===== config.mk =====
export PLATFORM = sky130hd
export DESIGN_NAME = jt4701_poll_flat
export DESIGN_NICKNAME = d
export VERILOG_FILES = /design/src/rtl/jt4701_poll_if.sv /design/src/rtl/jt4701_poll.sv /design/src/flat_wrapper.sv
export SDC_FILE = /design/constraint.sdc
export NUM_CORES = 1
export LEC_CHECK = 0
export ABC_AREA = 1
export BUFFER_PORTS_ARGS = -buffer_cell sky130_fd_sc_hd__buf_2
export CORE_MARGIN = 2
export CORE_UTILIZATION = 57
export CTS_BUF_LIST = sky130_fd_sc_hd__clkbuf_16
export DETAILED_ROUTE_END_ITERATION = 12
export PLACE_DENSITY = 0.88
export RECOVER_POWER = 25
export SLEW_MARGIN = 10
export SYNTH_ARGS = -nofsm -noshare
export SYNTH_HDL_FRONTEND = slang
export SYNTH_SLANG_ARGS = --single-unit

===== constraint.sdc =====
create_clock -name clk -period 2.95 [get_ports clk]
set_input_delay 0.1475 -clock clk [delete_from_list [all_inputs] [get_ports clk]]
set_output_delay 0.1475 -clock clk [all_outputs]
set_load 0.03 [all_outputs]

===== src/rtl/jt4701_poll_if.sv =====
// rtl/jt4701_poll_if.sv - byte-wide bus between the poll sequencer and a uPD4701-style counter
interface jt4701_poll_if;
  logic       q_csn;
  logic       q_uln;
  logic       q_xn_y;
  logic       q_xrst;
  logic       q_yrst;
  logic [7:0] q_din;
  logic       q_cfn;

  modport master (
    output q_csn, q_uln, q_xn_y, q_xrst, q_yrst,
    input  q_din, q_cfn
  );

  modport slave (
    input  q_csn, q_uln, q_xn_y, q_xrst, q_yrst,
    output q_din, q_cfn
  );
endinterface


===== src/rtl/jt4701_poll.sv =====
// rtl/jt4701_poll.sv - polls a trackball counter and turns absolute counts into read-and-clear deltas
module jt4701_poll #(
  parameter int PERIOD = 1024,
  parameter int SETTLE = 2
) (
  input  logic              clk,
  input  logic              rstn,
  jt4701_poll_if.master     q,
  input  logic              cpu_rd,
  input  logic              cpu_sel,
  output logic [7:0]        cpu_dout,
  output logic [2:0]        buttons,
  output logic              busy
);

  localparam int TW = $clog2(PERIOD + SETTLE + 2);

  typedef enum logic [2:0] {INIT, IDLE, XL, XH, YL, YH, CALC} state_t;

  state_t          state, state_nx;
  logic [TW-1:0]   timer, timer_nx;
  logic            sample;
  logic [11:0]     new_x, new_y, last_x, last_y;
  logic [7:0]      acc_x, acc_y;
  logic [11:0]     dx, dy;
  logic [7:0]      base_x, base_y;
  logic [12:0]     sum_x, sum_y;

  function automatic logic [7:0] sat8(input logic signed [12:0] v);
    if (v > 13'sd127)
      return 8'h7F;
    else if (v < -13'sd128)
      return 8'h80;
    else
      return v[7:0];
  endfunction

  always_comb begin
    state_nx = state;
    timer_nx = timer;
    sample   = 1'b0;
    case (state)
      INIT: state_nx = IDLE;
      IDLE: begin
        if (timer == TW'(PERIOD - 1)) begin
          timer_nx = '0;
          if (!q.q_cfn)
            state_nx = XL;
        end else begin
          timer_nx = timer + 1'b1;
        end
      end
      XL, XH, YL, YH: begin
        if (timer == TW'(SETTLE)) begin
          timer_nx = '0;
          sample   = 1'b1;
          case (state)
            XL:      state_nx = XH;
            XH:      state_nx = YL;
            YL:      state_nx = YH;
            default: state_nx = CALC;
          endcase
        end else begin
          timer_nx = timer + 1'b1;
        end
      end
      CALC:    state_nx = IDLE;
      default: state_nx = INIT;
    endcase
  end

  // A read landing on the CALC edge has already taken the old value, so the update starts from zero.
  always_comb begin
    dx     = new_x - last_x;
    dy     = new_y - last_y;
    base_x = (cpu_rd && !cpu_sel) ? 8'h00 : acc_x;
    base_y = (cpu_rd &&  cpu_sel) ? 8'h00 : acc_y;
    sum_x  = {{5{base_x[7]}}, base_x} + {dx[11], dx};
    sum_y  = {{5{base_y[7]}}, base_y} + {dy[11], dy};
  end

  assign q.q_xrst = rstn && (state == INIT);
  assign q.q_yrst = rstn && (state == INIT);

  always_ff @(posedge clk or negedge rstn) begin
    if (!rstn) begin
      state    <= INIT;
      timer    <= '0;
      q.q_csn  <= 1'b1;
      q.q_uln  <= 1'b0;
      q.q_xn_y <= 1'b0;
      busy     <= 1'b0;
      new_x    <= '0;
      new_y    <= '0;
      last_x   <= '0;
      last_y   <= '0;
      acc_x    <= '0;
      acc_y    <= '0;
      cpu_dout <= '0;
      buttons  <= '0;
    end else begin
      state    <= state_nx;
      timer    <= timer_nx;
      // Selects follow the next state so they are valid from the first cycle of each state.
      q.q_csn  <= !(state_nx inside {XL, XH, YL, YH});
      q.q_uln  <= (state_nx == XH) || (state_nx == YH);
      q.q_xn_y <= (state_nx == YL) || (state_nx == YH);
      busy     <= state_nx inside {XL, XH, YL, YH, CALC};

      if (sample) begin
        case (state)
          XL: new_x[7:0] <= q.q_din;
          XH: begin
            new_x[11:8] <= q.q_din[3:0];
            buttons     <= ~q.q_din[6:4];
          end
          YL:      new_y[7:0]  <= q.q_din;
          default: new_y[11:8] <= q.q_din[3:0];
        endcase
      end

      if (cpu_rd)
        cpu_dout <= cpu_sel ? acc_y : acc_x;

      if (state == CALC) begin
        acc_x  <= sat8(sum_x);
        acc_y  <= sat8(sum_y);
        last_x <= new_x;
        last_y <= new_y;
      end else if (cpu_rd) begin
        if (cpu_sel)
          acc_y <= '0;
        else
          acc_x <= '0;
      end
    end
  end

endmodule


===== src/flat_wrapper.sv =====
// flat-port wrapper written by rule: the top's interface ports become plain ports
module jt4701_poll_flat 
#(
  parameter int PERIOD = 1024,
  parameter int SETTLE = 2
)
  (clk, rstn, cpu_rd, cpu_sel, cpu_dout, buttons, busy, q_q_csn, q_q_uln, q_q_xn_y, q_q_xrst, q_q_yrst, q_q_din, q_q_cfn);
  jt4701_poll_if q_i ();
  input  logic clk;
  input  logic rstn;
  input  logic cpu_rd;
  input  logic cpu_sel;
  output logic [7:0] cpu_dout;
  output logic [2:0] buttons;
  output logic busy;
  output wire logic [$bits(q_i.q_csn)-1:0] q_q_csn;
  output wire logic [$bits(q_i.q_uln)-1:0] q_q_uln;
  output wire logic [$bits(q_i.q_xn_y)-1:0] q_q_xn_y;
  output wire logic [$bits(q_i.q_xrst)-1:0] q_q_xrst;
  output wire logic [$bits(q_i.q_yrst)-1:0] q_q_yrst;
  input wire logic [$bits(q_i.q_din)-1:0] q_q_din;
  input wire logic [$bits(q_i.q_cfn)-1:0] q_q_cfn;
  assign q_q_csn = q_i.q_csn;
  assign q_q_uln = q_i.q_uln;
  assign q_q_xn_y = q_i.q_xn_y;
  assign q_q_xrst = q_i.q_xrst;
  assign q_q_yrst = q_i.q_yrst;
  assign q_i.q_din = q_q_din;
  assign q_i.q_cfn = q_q_cfn;
  jt4701_poll #(.PERIOD(PERIOD), .SETTLE(SETTLE)) u_core (.clk(clk), .rstn(rstn), .q(q_i), .cpu_rd(cpu_rd), .cpu_sel(cpu_sel), .cpu_dout(cpu_dout), .buttons(buttons), .busy(busy));
endmodule

Word-level counts from Yosys, hierarchy flattened:

Cells that the tools add are included.

* shifts and indexed selects: 0
* $add $sub $neg: 5
* divide/modulo/power cells: 0
* muxes and demuxes: 23
* multiply operators: 0
* bitwise logic cells: 2
* order comparisons: 4
* reductions and logical operators: 22
* eq/ne operators: 14

Operators with widths (count)
* $mux W8: 13
* $add A8 B12 Y13: 2
* $gt A13 B8 Y1 const B: 2
* $lt A13 B8 Y1 const B: 2
* $sub A12 B12 Y12: 2
* $mux W11: 2
* $pmux W11 S2: 1
* $eq A3 B3 Y1 const B: 6
* $pmux W3 S3: 2
* $eq A3 B2 Y1 const B: 4
* $reduce_and A2 Y1: 6
* $add A11 B1 Y11 const B: 1
* $eq A11 B10 Y1 const B: 1
* $eq A11 B2 Y1 const B: 1
* $mux W3: 3
* $reduce_bool A2 Y1: 3
* $reduce_bool A5 Y1: 1
* $reduce_bool A4 Y1: 1
* $reduce_or A4 Y1: 1
* $eq A3 B1 Y1 const B: 1
* $logic_and A1 B1 Y1: 3
* $logic_not A3 Y1: 1
* $not A3 Y3: 1
* $reduce_or A3 Y1: 1
* 6 further kinds: 9

* latch bits: 0
* bits in read-only memories: 0
* bits in writable memories: 0
* register bits: 93
* logic and storage cells: 86
* output and inout bits: 17
* memories: 0

Depth between registers and ports, before layout:

Gate-level depths: netlist of the first run.

* word-level depth: 8
* depth in mapped cells: 26
* gate-level depth less buffers: 26

Least setup slack after synthesis of the first run:

OpenSTA, ideal clock, no wires.

* path kind: register to register
* start: reg u_core.new_y[0]
* end: reg u_core.acc_y[0]
* clock period less this slack: 3.103 ns
* buffers on the path: 0
* arrival: 2.974 ns
* setup slack: -0.153 ns
* cell stages (with the launch flop): 23
* path through: dfrtp_1 > inv_1 > ha_1 > inv_1 > fa_1 > nand3_1 > nand2_1 > a21oi_1 > nor2_1 > nor2_1 > xor2_1 > inv_1 > ha_1 > nand2_1 > inv_1 > a21oi_1 > nand2_2 > nand2_1 > nand3_1 > nand2_1 > nand3_1 > a21oi_4 > a21oi_1

* word-level cells in the longest chain between the ends: 6
* elaborated cells between the ends (all ways): 7
* classes of those cells: add/sub (2); order compare (2); mux (3)

Ends and longest elaborated chain
* start: declaration: RTL line jt4701_poll.sv:23 `logic [11:0] new_x, new_y, last_x, last_y;`
* start signal: assignment: RTL line jt4701_poll.sv:117 `YL: new_y[7:0] <= q.q_din;`
* $sub A12 B12 Y12 *: RTL line jt4701_poll.sv:75 `dy = new_y - last_y;`
* $add A8 B12 Y13 *: RTL line jt4701_poll.sv:79 `sum_y = {{5{base_y[7]}}, base_y} + {dy[11], dy};`
* $lt A13 B8 Y1: RTL line jt4701_poll.sv:32 `else if (v < -13'sd128)`
* $mux W8: RTL line jt4701_poll.sv:32
* $mux W8 *: RTL line jt4701_poll.sv:30 `if (v > 13'sd127)`
* $mux W8 *: RTL line jt4701_poll.sv:125 `if (state == CALC) begin`
* end signal: assignment: RTL line jt4701_poll.sv:127 `acc_y <= sat8(sum_y);`
* end: declaration: RTL line jt4701_poll.sv:24 `logic [7:0] acc_x, acc_y;`

Mark *: on every way between the ends. The rest lies on a longest branch, timed or not.
A chain may end at the register's enable or synchronous reset.

Final worst setup path of the first run:

* start: reg u_core.new_y[0]
* end: reg u_core.acc_y[4]

Same word-level chain as after synthesis.

==> flow_summary.toml, run 1 <==
[status]
status = "complete, but fails checks"
violations = "capacitance limit, slew limit, setup timing"

[yosys]
yosysMostFrequentCell = "nand2_1"
synthFlopType = "dfrtp_1"
synth_commonest_cells = "nand2_1 (258), inv_1 (147), dfrtp_1 (92)"
synth_area_leaders = "dfrtp_1 (36%), nand2_1 (15%), ha_1 (9.7%)"
synth_nets = 959
ys_seq_area_frac = 0.362
synth_top_area_cell = "dfrtp_1"
async_reset_ff_frac = 1.00
netlist_area_um2 = 6430
syn_inst = 892
netlist.area_leader.share = 0.358
synth_seq_cells = 93
synth-edff-count = 0
ys_warn_count = 0
synth.lib_cells_used.distinct = 42
syn_avg_cell_area_um2 = 7.21

[floorplan]
die_w_um = 110
die_y_um = 110
std_cell_rows = 38
start_util = 0.588
core_um2 = 10900
ioPinCount = 30
die_area_um2 = 12200

[timing]
maxSlewViolCount = 33
min_period_ns = 3.59
rsz0062_at_grt = "yes"
relSlewSlack = -0.0922
post-route-period-util = 1.22
worstMarginPinSlew_ns = 1.64
setup_viol = 16
finalSetupTns_ns = -8.80
hold_violations = 0
setup_ws_ns = -0.636
finClkSkew_ns = 0.0148
max_freq_mhz = 279

[route]
wl_per_cell_um = 17.7
drtIter0Drc = 773
num_vias = 6891
vias_per_cell = 5.86
firstDrtPassIters = 6
wirelength_mm = 20.8
antenna_left = 0
drc = 0

[power]
p_leak_nw = 4.41
peakVddDrop_mv = 0.284
power_density_nw_per_um2 = 413

[worst_hold_path]
min_path_type = "input pin to flop"
min_from = "q_q_din[6]"

[setup_path]
crit_path_end_kind = "flop"
start_kind = "flop"
path_cells = "inv_2, ha_4, inv_4, fa_2, nand3_2, nand2_2, a21oi_2, nor2_1, nor2_1, xor2_1, inv_1, ha_4, nand2_1, nand2_2, a21oi_4, nand3_1, nand2_1, nand2_1, nor2_2, nand3_2, a21oi_4, a21oi_1"
crit_type = "flop to flop"
cp_num_buf_inv = 3
cp_top_family = "simple AND/OR/NAND/NOR gates"
crit_path_start = "u_core.new_y[0]$_DFFE_PN0P_"
r2r-start = "u_core.new_y[0]$_DFFE_PN0P_"
worst_path_most_repeated_cell = "nand2_1"
worstPathRequired_ns = 3.17
max_stage_delay_ns = 0.41
cpMaxStageDelayCell = "dfrtp_1"
ff2ff_setup_slack_ns = -0.64
cp_max_fo = 7
arrival_ns = 3.80

[clock_network]
htreeDepth = 3
clk_pin_slew_worst_paths_ns = 0.08
cts.sinks = 93
clockRootBuffer = "clkbuf_16"
clk_path_buf_depth = 2
clk-insertion-delay-late_ns = 0.35
cts_buffers = 9
cts_tree = "done"

[placement]
globalplace.congestion = 0.909
dp_hpwl_mm = 11.3
placed_cells = 1146
place.port_buffers = 29

[flow_run]
drv_cap = 1

[layout]
fin_cells = 1175
n_fill_cell = 667
utilization = 0.765
drive_gt1_frac = 0.256
antenna_cells = 0
nNetsFinal = 1097
syn2layout_area_growth_pct = 30.0

[grt]
globalRouteOverflowTotal = 0
antenna_found_initial = 0
grt.total_usage = 0.306
grt_pass1_wl_mm = 28.8
grt_max_degree = 50
grt_pass1_vias = 6352
repair_timing:
action,CTS,global route
resized for setup,56,69
buffers inserted,10,4
endpoints found under the hold margin,28,0
pin swaps,37,26
hold buffers,1,0
gates cloned,0,0
setup endpoints to repair,16,16
state kept, by name, summed over array words and instances (netlist names):
register         count
u_core.last_y       12
u_core.acc_x         8
u_core.last_x       12
u_core.q.q_xn_y      1
u_core.timer        11
u_core.new_x        12
u_core.busy          1
u_core.new_y        12
u_core.acc_y         8
u_core.q.q_uln       1
u_core.q.q_csn       1
u_core.cpu_dout      8
u_core.buttons       3
u_core.state         3
worst register-to-register path: stages, from the launching register on:
cell and delay (ns):
dfrtp_1 0.41, inv_2 0.10, ha_4 0.15, inv_4 0.04, fa_2 0.37, nand3_2 0.10
nand2_2 0.07, a21oi_2 0.12, nor2_1 0.07, nor2_1 0.19, xor2_1 0.23, inv_1 0.11
ha_4 0.25, nand2_1 0.14, nand2_2 0.10, a21oi_4 0.17, nand3_1 0.09, nand2_1 0.08
nand2_1 0.07, nor2_2 0.10, nand3_2 0.11, a21oi_4 0.28, a21oi_1 0.11
area by class of cell:
| class | instances | area [µm²] | area share |
|---|---|---|---|
| multi-input combinational | 637 | 4010 | 0.479 |
| sequential | 93 | 2330 | 0.278 |
| timing repair buffer | 138 | 968 | 0.116 |
| inverter | 151 | 569 | 0.0680 |
| clock buffer | 9 | 225 | 0.0269 |
| tap | 140 | 175 | 0.0209 |
| clock inverter | 7 | 92.6 | 0.0111 |
metal layers:
metal / GRT usage / wire length, µm / vias up / share of wire
met4: 0.148 / 1330 / 0 / 0.064
met5: 0 / 0 / - / 0
met2: 0.548 / 9990 / 434 / 0.48
li1: - / - / 3103 / -
met3: 0.0447 / 1550 / 139 / 0.074
met1: 0.358 / 7920 / 3215 / 0.38
where the power goes:
group | internal, mW | switching (mW)
Combinational | 0.356 | 0.515
Clock | 0.744 | 0.529
Sequential | 1.30 | 0.0167
Total | 2.40 | 1.06
through the flow:
step	hold WS (ns)	area, µm²	total power, mW	setup WS [ns]
2_1_floorplan	-0.148	6460	1.74	-0.00502
3_3_place_gp	0.0967	7460	1.98	-0.258
3_5_place_dp	0.0980	7460	2.00	-0.337
4_1_cts	0.00878	8090	3.30	-0.251
5_1_grt	0.0249	8370	3.57	-0.790
6_report	0.0122	8370	3.46	-0.636
layout by cell type (no fill, tap or decap), types with 9 or more instances in the layout:
cell / count
nand3_1: 33
clkbuf_16: 9
dfrtp_1: 92
ha_1: 36
nand2_1: 226
inv_2: 17
a21oi_1: 34
xnor2_1: 12
xor2_1: 22
a21oi_2: 14
inv_1: 134
nand3_2: 11
buf_4: 104
clkbuf_1: 10
buf_2: 19
o221ai_1: 9
ha_4: 13
nor2_2: 10
nor2_1: 61
nand2_2: 29
o21ai_0: 56
nand4_1: 10
kinds of logic (layout without fill, tap and decap cells):
group                      after synthesis  in the layout  synth area share
AOI/OAI and AO/OA                      133            133             0.115
xor gates and xnor gates                37             37            0.0504
adders and majority gates               54             54             0.110
buffers and inverters                  162            305            0.0955
DFF                                     93             93             0.362
and+or+nand+nor                        413            413             0.268
path summary, 6_finish.rpt:
| check | end | depth (start not counted) |
|---|---|---|
| max | u_core.acc_y[4]$_DFFE_PN0P_ | 22 |
| min | u_core.buttons[2]$_DFFE_PN0P_ | 2 |
| max reg2reg | u_core.acc_y[4]$_DFFE_PN0P_ | 22 |
| min reg2reg | u_core.buttons[0]$_DFFE_PN0P_ | 2 |
| max in group asynchronous | u_core.acc_y[7]$_DFFE_PN0P_ | 3 |
| min in group asynchronous | u_core.new_x[8]$_DFFE_PN0P_ | 2 |
Power figures use the tool's default switching activity.
==> run 2: changes to the inputs <==
--- a/config.mk
+++ b/config.mk
@@ -12,8 +12,8 @@
 export CTS_BUF_LIST = sky130_fd_sc_hd__clkbuf_16
 export DETAILED_ROUTE_END_ITERATION = 12
 export PLACE_DENSITY = 0.88
-export RECOVER_POWER = 25
-export SLEW_MARGIN = 10
+export RECOVER_POWER = 100
+export SLEW_MARGIN = 20
 export SYNTH_ARGS = -nofsm -noshare
 export SYNTH_HDL_FRONTEND = slang
 export SYNTH_SLANG_ARGS = --single-unit
==> run 2 against run 1 <==
Setup slack got worse by 0.025 ns; the run still ends with capacitance limit, slew limit, setup timing left; die area is the same; critical path depth unchanged; total power is 0.17% lower; clock skew is 0.0019 ns lower; sequential power is essentially flat; critical path type unchanged; flip-flop and latch count unchanged; wire length down 0.40%; via count is 0.23% higher; worst hold slack improved by 0.0014 ns.
==> flow_summary.toml, run 2 (same netlist as run 1, synthesis figures left out) <==
[layout]
n_fill_cell = 680
ff_latch_area_um2 = 2330
utilization = 0.762
syn2layout_area_growth_pct = 29.6
antenna_cells = 0
final_cell_mix = "nand2_1 (227), inv_1 (135), buf_4 (101)"
drive_gt1_frac = 0.245
final_common_cell = "nand2_1"
multi_input_area_um2 = 3990
nNetsFinal = 1097

[timing]
max_freq_mhz = 277
finClkSkew_ns = 0.0128
setup_ws_ns = -0.661
rsz0062_at_grt = "yes"
setup_viol = 16
post-route-period-util = 1.22
min_period_ns = 3.61
hold_violations = 0
worstMarginPinSlew_ns = 1.64
maxSlewViolCount = 33
relSlewSlack = -0.0924
worst_hold_slack_ns = 0.0136

[setup_path]
cp_num_buf_inv = 3
cp_max_fo = 7
arrival_ns = 3.83
cp_top_family = "simple AND/OR/NAND/NOR gates"
path_cells = "inv_2, ha_4, inv_4, fa_2, nand3_2, nand2_2, a21oi_2, nor2_1, nor2_1, xor2_1, inv_1, ha_4, nand2_1, nand2_2, a21oi_4, nand3_1, nand2_1, nand2_1, nor2_2, nand3_2, a21oi_4, a21oi_1"
worstPathRequired_ns = 3.17
worst_path_most_repeated_cell = "nand2_1"
start_kind = "flop"
crit_path_end_kind = "flop"
cpMaxStageDelayCell = "dfrtp_1"
max_stage_delay_ns = 0.41
crit_type = "flop to flop"

[floorplan]
die_area_um2 = 12200
die_w_um = 110
start_util = 0.588
core_um2 = 10900
ioPinCount = 30
die_y_um = 110
std_cell_rows = 38

[route]
drtIter0Drc = 736
drc = 0
wl_per_cell_um = 17.6
antenna_left = 0
firstDrtPassIters = 7
vias_per_cell = 5.88
num_vias = 6907
wirelength_mm = 20.7

[clock_network]
clk_pin_slew_worst_paths_ns = 0.07
cts.sinks = 93
cts_tree = "done"
clockRootBuffer = "clkbuf_16"
clk_path_buf_depth = 2
htreeDepth = 3
clk-insertion-delay-late_ns = 0.35
cts_buffers = 9

[power]
power_density_nw_per_um2 = 414
p_leak_nw = 4.39
peakVddDrop_mv = 0.288

[placement]
place.port_buffers = 29
dp_hpwl_mm = 11.3
globalplace.congestion = 0.909

[grt]
grt_most_used_layer = "met2"
use_met3 = 0.0447
met1_usage = 0.358
use_met2 = 0.548
grt_max_degree = 50
grt_pass1_vias = 6352
globalRouteOverflowTotal = 0
grt.total_usage = 0.306
grt_pass1_wl_mm = 28.8
antenna_found_initial = 0

[flow_run]
drv_cap = 1

[worst_hold_path]
min_path_type = "input pin to flop"

[status]
violations = "capacitance limit, slew limit, setup timing"
status = "complete, but fails checks"
run 2: cell count changes in the layout (fill, tap and decap cells not counted), sizes merged:
cell / delta
buf: -9
clkbuf: +9
run 2: final cells by class:
class                           count  share of cell area
Clock inverter                      7              0.0111
Timing Repair Buffer              138               0.114
Clock buffer                        9              0.0270
Inverter                          151              0.0683
Sequential cell                    93               0.279
Tap cell                          140              0.0210
Multi-Input combinational cell    637               0.479
run 2: routing by layer:
metal / wire [µm] / share of wire / vias up
met5: 0 / 0 / -
met4: 1420 / 0.068 / 0
li1: - / - / 3111
met1: 7700 / 0.37 / 3198
met3: 1660 / 0.080 / 155
met2: 9930 / 0.48 / 443
run 2: power by group:
group	switching (mW)	leakage [nW]	internal, mW	total (mW)
Clock	0.526	0.159	0.744	1.27
Combinational	0.514	3.13	0.354	0.868
Sequential	0.0168	1.11	1.30	1.32
run 2: repair_timing:
action / in CTS / in global routing
gates cloned: 0 / 0
endpoints found under the setup margin: 16 / 16
gates resized for setup: 56 / 69
endpoints found under the hold margin: 28 / 0
pin swaps: 37 / 26
hold buffers: 1 / 0
setup buffers: 10 / 4
run 2: final timing paths:
| kind | slack [ns] | depth (start not counted) | start | to |
|---|---|---|---|---|
| worst min register to register | 0.49 | 2 | u_core.buttons[0]$_DFFE_PN0P_ | u_core.buttons[0]$_DFFE_PN0P_ |
| min in group asynchronous | 0.76 | 2 | rstn | u_core.new_x[8]$_DFFE_PN0P_ |
| worst max register to register | -0.66 | 22 | u_core.new_y[0]$_DFFE_PN0P_ | u_core.acc_y[4]$_DFFE_PN0P_ |
| worst min-delay path | 0.01 | 2 | q_q_din[6] | u_core.buttons[2]$_DFFE_PN0P_ |
| max in group asynchronous | 0.43 | 3 | rstn | u_core.acc_y[7]$_DFFE_PN0P_ |
| worst max-delay path | -0.66 | 22 | u_core.new_y[0]$_DFFE_PN0P_ | u_core.acc_y[4]$_DFFE_PN0P_ |
run 2: through the flow:
| step | power (mW) | cell area [µm²] | std cells | worst slack, ns | setup TNS (ns) |
|---|---|---|---|---|---|
| 2_1_floorplan | 1.74 | 6460 | 892 | -0.00502 | -0.0351 |
| 3_3_place_gp | 1.98 | 7460 | 1146 | -0.258 | -2.52 |
| 3_5_place_dp | 2.00 | 7460 | 1146 | -0.337 | -3.77 |
| 4_1_cts | 3.30 | 8090 | 1171 | -0.251 | -2.40 |
| 5_1_grt | 3.57 | 8340 | 1175 | -0.790 | -11.25 |
| 6_report | 3.45 | 8340 | 1175 | -0.661 | -8.97 |
==> run 3: changes to the inputs <==
--- a/config.mk
+++ b/config.mk
@@ -11,7 +11,7 @@
 export CORE_UTILIZATION = 57
 export CTS_BUF_LIST = sky130_fd_sc_hd__clkbuf_16
 export DETAILED_ROUTE_END_ITERATION = 12
-export PLACE_DENSITY = 0.88
+export PLACE_DENSITY_LB_ADDON = 0.08
 export RECOVER_POWER = 100
 export SLEW_MARGIN = 20
 export SYNTH_ARGS = -nofsm -noshare
==> run 3 against run 2 <==
The run still ends with capacitance limit, slew limit, setup timing left; critical path depth grew 2; total power shrank 7.2%; core utilization increased by 0.18 points; die area did not move; maximum frequency up 7.8%; clock power decreased by 16%; clock skew fell by 0.0049 ns; sequential power is essentially flat; wire length shrank 17%; global-route usage is 3.4 points lower; flip-flop and latch count unchanged; clock-buffer cell count stayed put.
==> flow_summary.toml, run 3 (same netlist as run 1, synthesis figures left out) <==
[timing]
setup_ws_ns = -0.398
max_freq_mhz = 299
finClkSkew_ns = 0.00795
setup_viol = 16
relSlewSlack = -0.308
rsz0062_at_grt = "yes"
post-route-period-util = 1.13
maxSlewViolCount = 38
hold_violations = 0
min_period_ns = 3.35
worstMarginPinSlew_ns = 1.96

[power]
finalPower_mw = 3.20
power_density_nw_per_um2 = 383
p_leak_nw = 4.36
peakVddDrop_mv = 0.361

[layout]
syn2layout_area_growth_pct = 29.9
fin_cells = 1169
final_common_cell = "nand2_1"
drive_gt1_frac = 0.267
design_area_um2 = 8360
utilization = 0.764
nNetsFinal = 1091
final_cell_mix = "nand2_1 (214), inv_1 (133), buf_4 (99)"
antenna_cells = 0

[floorplan]
start_util = 0.588
die_w_um = 110
core_um2 = 10900
die_y_um = 110
ioPinCount = 30
die_area_um2 = 12200
std_cell_rows = 38

[route]
drc = 0
wirelength_mm = 17.2
wl_per_cell_um = 14.7
num_vias = 6276
vias_per_cell = 5.37
drtIter0Drc = 415
antenna_left = 0
firstDrtPassIters = 5

[setup_path]
crit_path_end_kind = "flop"
worstPathRequired_ns = 3.19
cp_max_fo = 7
start_kind = "flop"
crit_type = "flop to flop"
arrival_ns = 3.59

[clock_network]
clockRootBuffer = "clkbuf_16"
clk-insertion-delay-late_ns = 0.35
cts_buffers = 9
clk_path_buf_depth = 2
cts_tree = "done"
htreeDepth = 3
clk_pin_slew_worst_paths_ns = 0.07
cts.sinks = 93

[placement]
pre_cts_ws_ns = -0.381
globalplace.congestion = 0.941
place.port_buffers = 29
placed_area_um2 = 7410
placed_cells = 1139
dp_hpwl_mm = 11.6

[grt]
grt.total_usage = 0.272
globalRouteOverflowTotal = 0
grt_pass1_vias = 5902
grt_max_degree = 59
antenna_found_initial = 0
grt_pass1_wl_mm = 26.1

[status]
violations = "capacitance limit, slew limit, setup timing"
status = "complete, but fails checks"

[worst_hold_path]
min_path_type = "input pin to flop"

[flow_run]
drv_cap = 1
-- run 3: cell types whose count changed in the layout (fill, tap and decap cells not counted), moves of 5 or more --
cell     previous run  this run
nand2_1           227       214
nand2_2            28        39
nand3_1            35        29
nor2_1             62        56
a21oi_2            14        19
nand3_2             9        14
-- run 3: what timing repair did --
action,CTS,global route
setup buffers,6,7
hold endpoints to repair,35,0
pin swaps,44,74
hold buffers,1,0
resized for setup,55,101
endpoints found under the setup margin,16,16
-- run 3: worst max-delay path: stages (launching register included) --
cell	delay (ns)
dfrtp_1	0.40
inv_2	0.08
ha_4	0.12
inv_2	0.04
fa_2	0.40
nand3_2	0.10
nand2_2	0.08
a21oi_2	0.14
nor2_1	0.05
nor2_1	0.12
xor2_1	0.14
inv_1	0.08
ha_4	0.31
nand2_2	0.06
nor2_2	0.11
nand3_2	0.11
nand2_4	0.12
nand2_2	0.07
nand2_1	0.09
nand2_1	0.06
nand2_1	0.08
nand3_2	0.10
a21oi_4	0.17
buf_12	0.15
a21oi_2	0.06
-- run 3: layer usage --
| metal | track usage | routed length, µm |
|---|---|---|
| met4 | 0.100 | 571 |
| met3 | 0.0347 | 819 |
| met5 | 0 | 0 |
| met1 | 0.343 | 7270 |
| met2 | 0.479 | 8530 |
-- run 3: final cells by class --
type / instances / area (µm²)
Multi-Input combinational cell: 637 / 4110
Tap cell: 140 / 175
Timing Repair Buffer: 132 / 915
Clock inverter: 7 / 40.0
Inverter: 151 / 569
Clock buffer: 9 / 225
Fill cell: 790 / 2580
Sequential cell: 93 / 2330
-- run 3: worst paths after layout --
path                                            endpoint  slack, ns                         from  depth (start not counted)
min in group asynchronous    u_core.acc_x[6]$_DFFE_PN0P_       0.89                         rstn                          2
setup / recovery             u_core.acc_y[1]$_DFFE_PN0P_      -0.40  u_core.new_y[0]$_DFFE_PN0P_                         24
hold reg to reg              u_core.acc_x[0]$_DFFE_PN0P_       0.48  u_core.acc_x[0]$_DFFE_PN0P_                          2
setup reg to reg             u_core.acc_y[1]$_DFFE_PN0P_      -0.40  u_core.new_y[0]$_DFFE_PN0P_                         24
max in group asynchronous    u_core.new_x[6]$_DFFE_PN0P_       0.44                         rstn                          3
hold / removal             u_core.buttons[1]$_DFFE_PN0P_      0.005                   q_q_din[5]                          2
-- run 3: stage by stage --
| stage | hold WS [ns] | setup TNS, ns |
|---|---|---|
| after floorplan | -0.148 | -0.0351 |
| after global placement | 0.126 | -2.96 |
| after detailed placement | 0.126 | -4.36 |
| after CTS | 0.00699 | -2.41 |
| after global routing | 0.0192 | -10.89 |
| final | 0.00466 | -4.45 |
-- run 3: power by group --
part / switching, mW / internal, mW / leakage [nW]
Combinational: 0.475 / 0.347 / 3.12
Sequential: 0.0148 / 1.30 / 1.11
Clock: 0.504 / 0.564 / 0.124
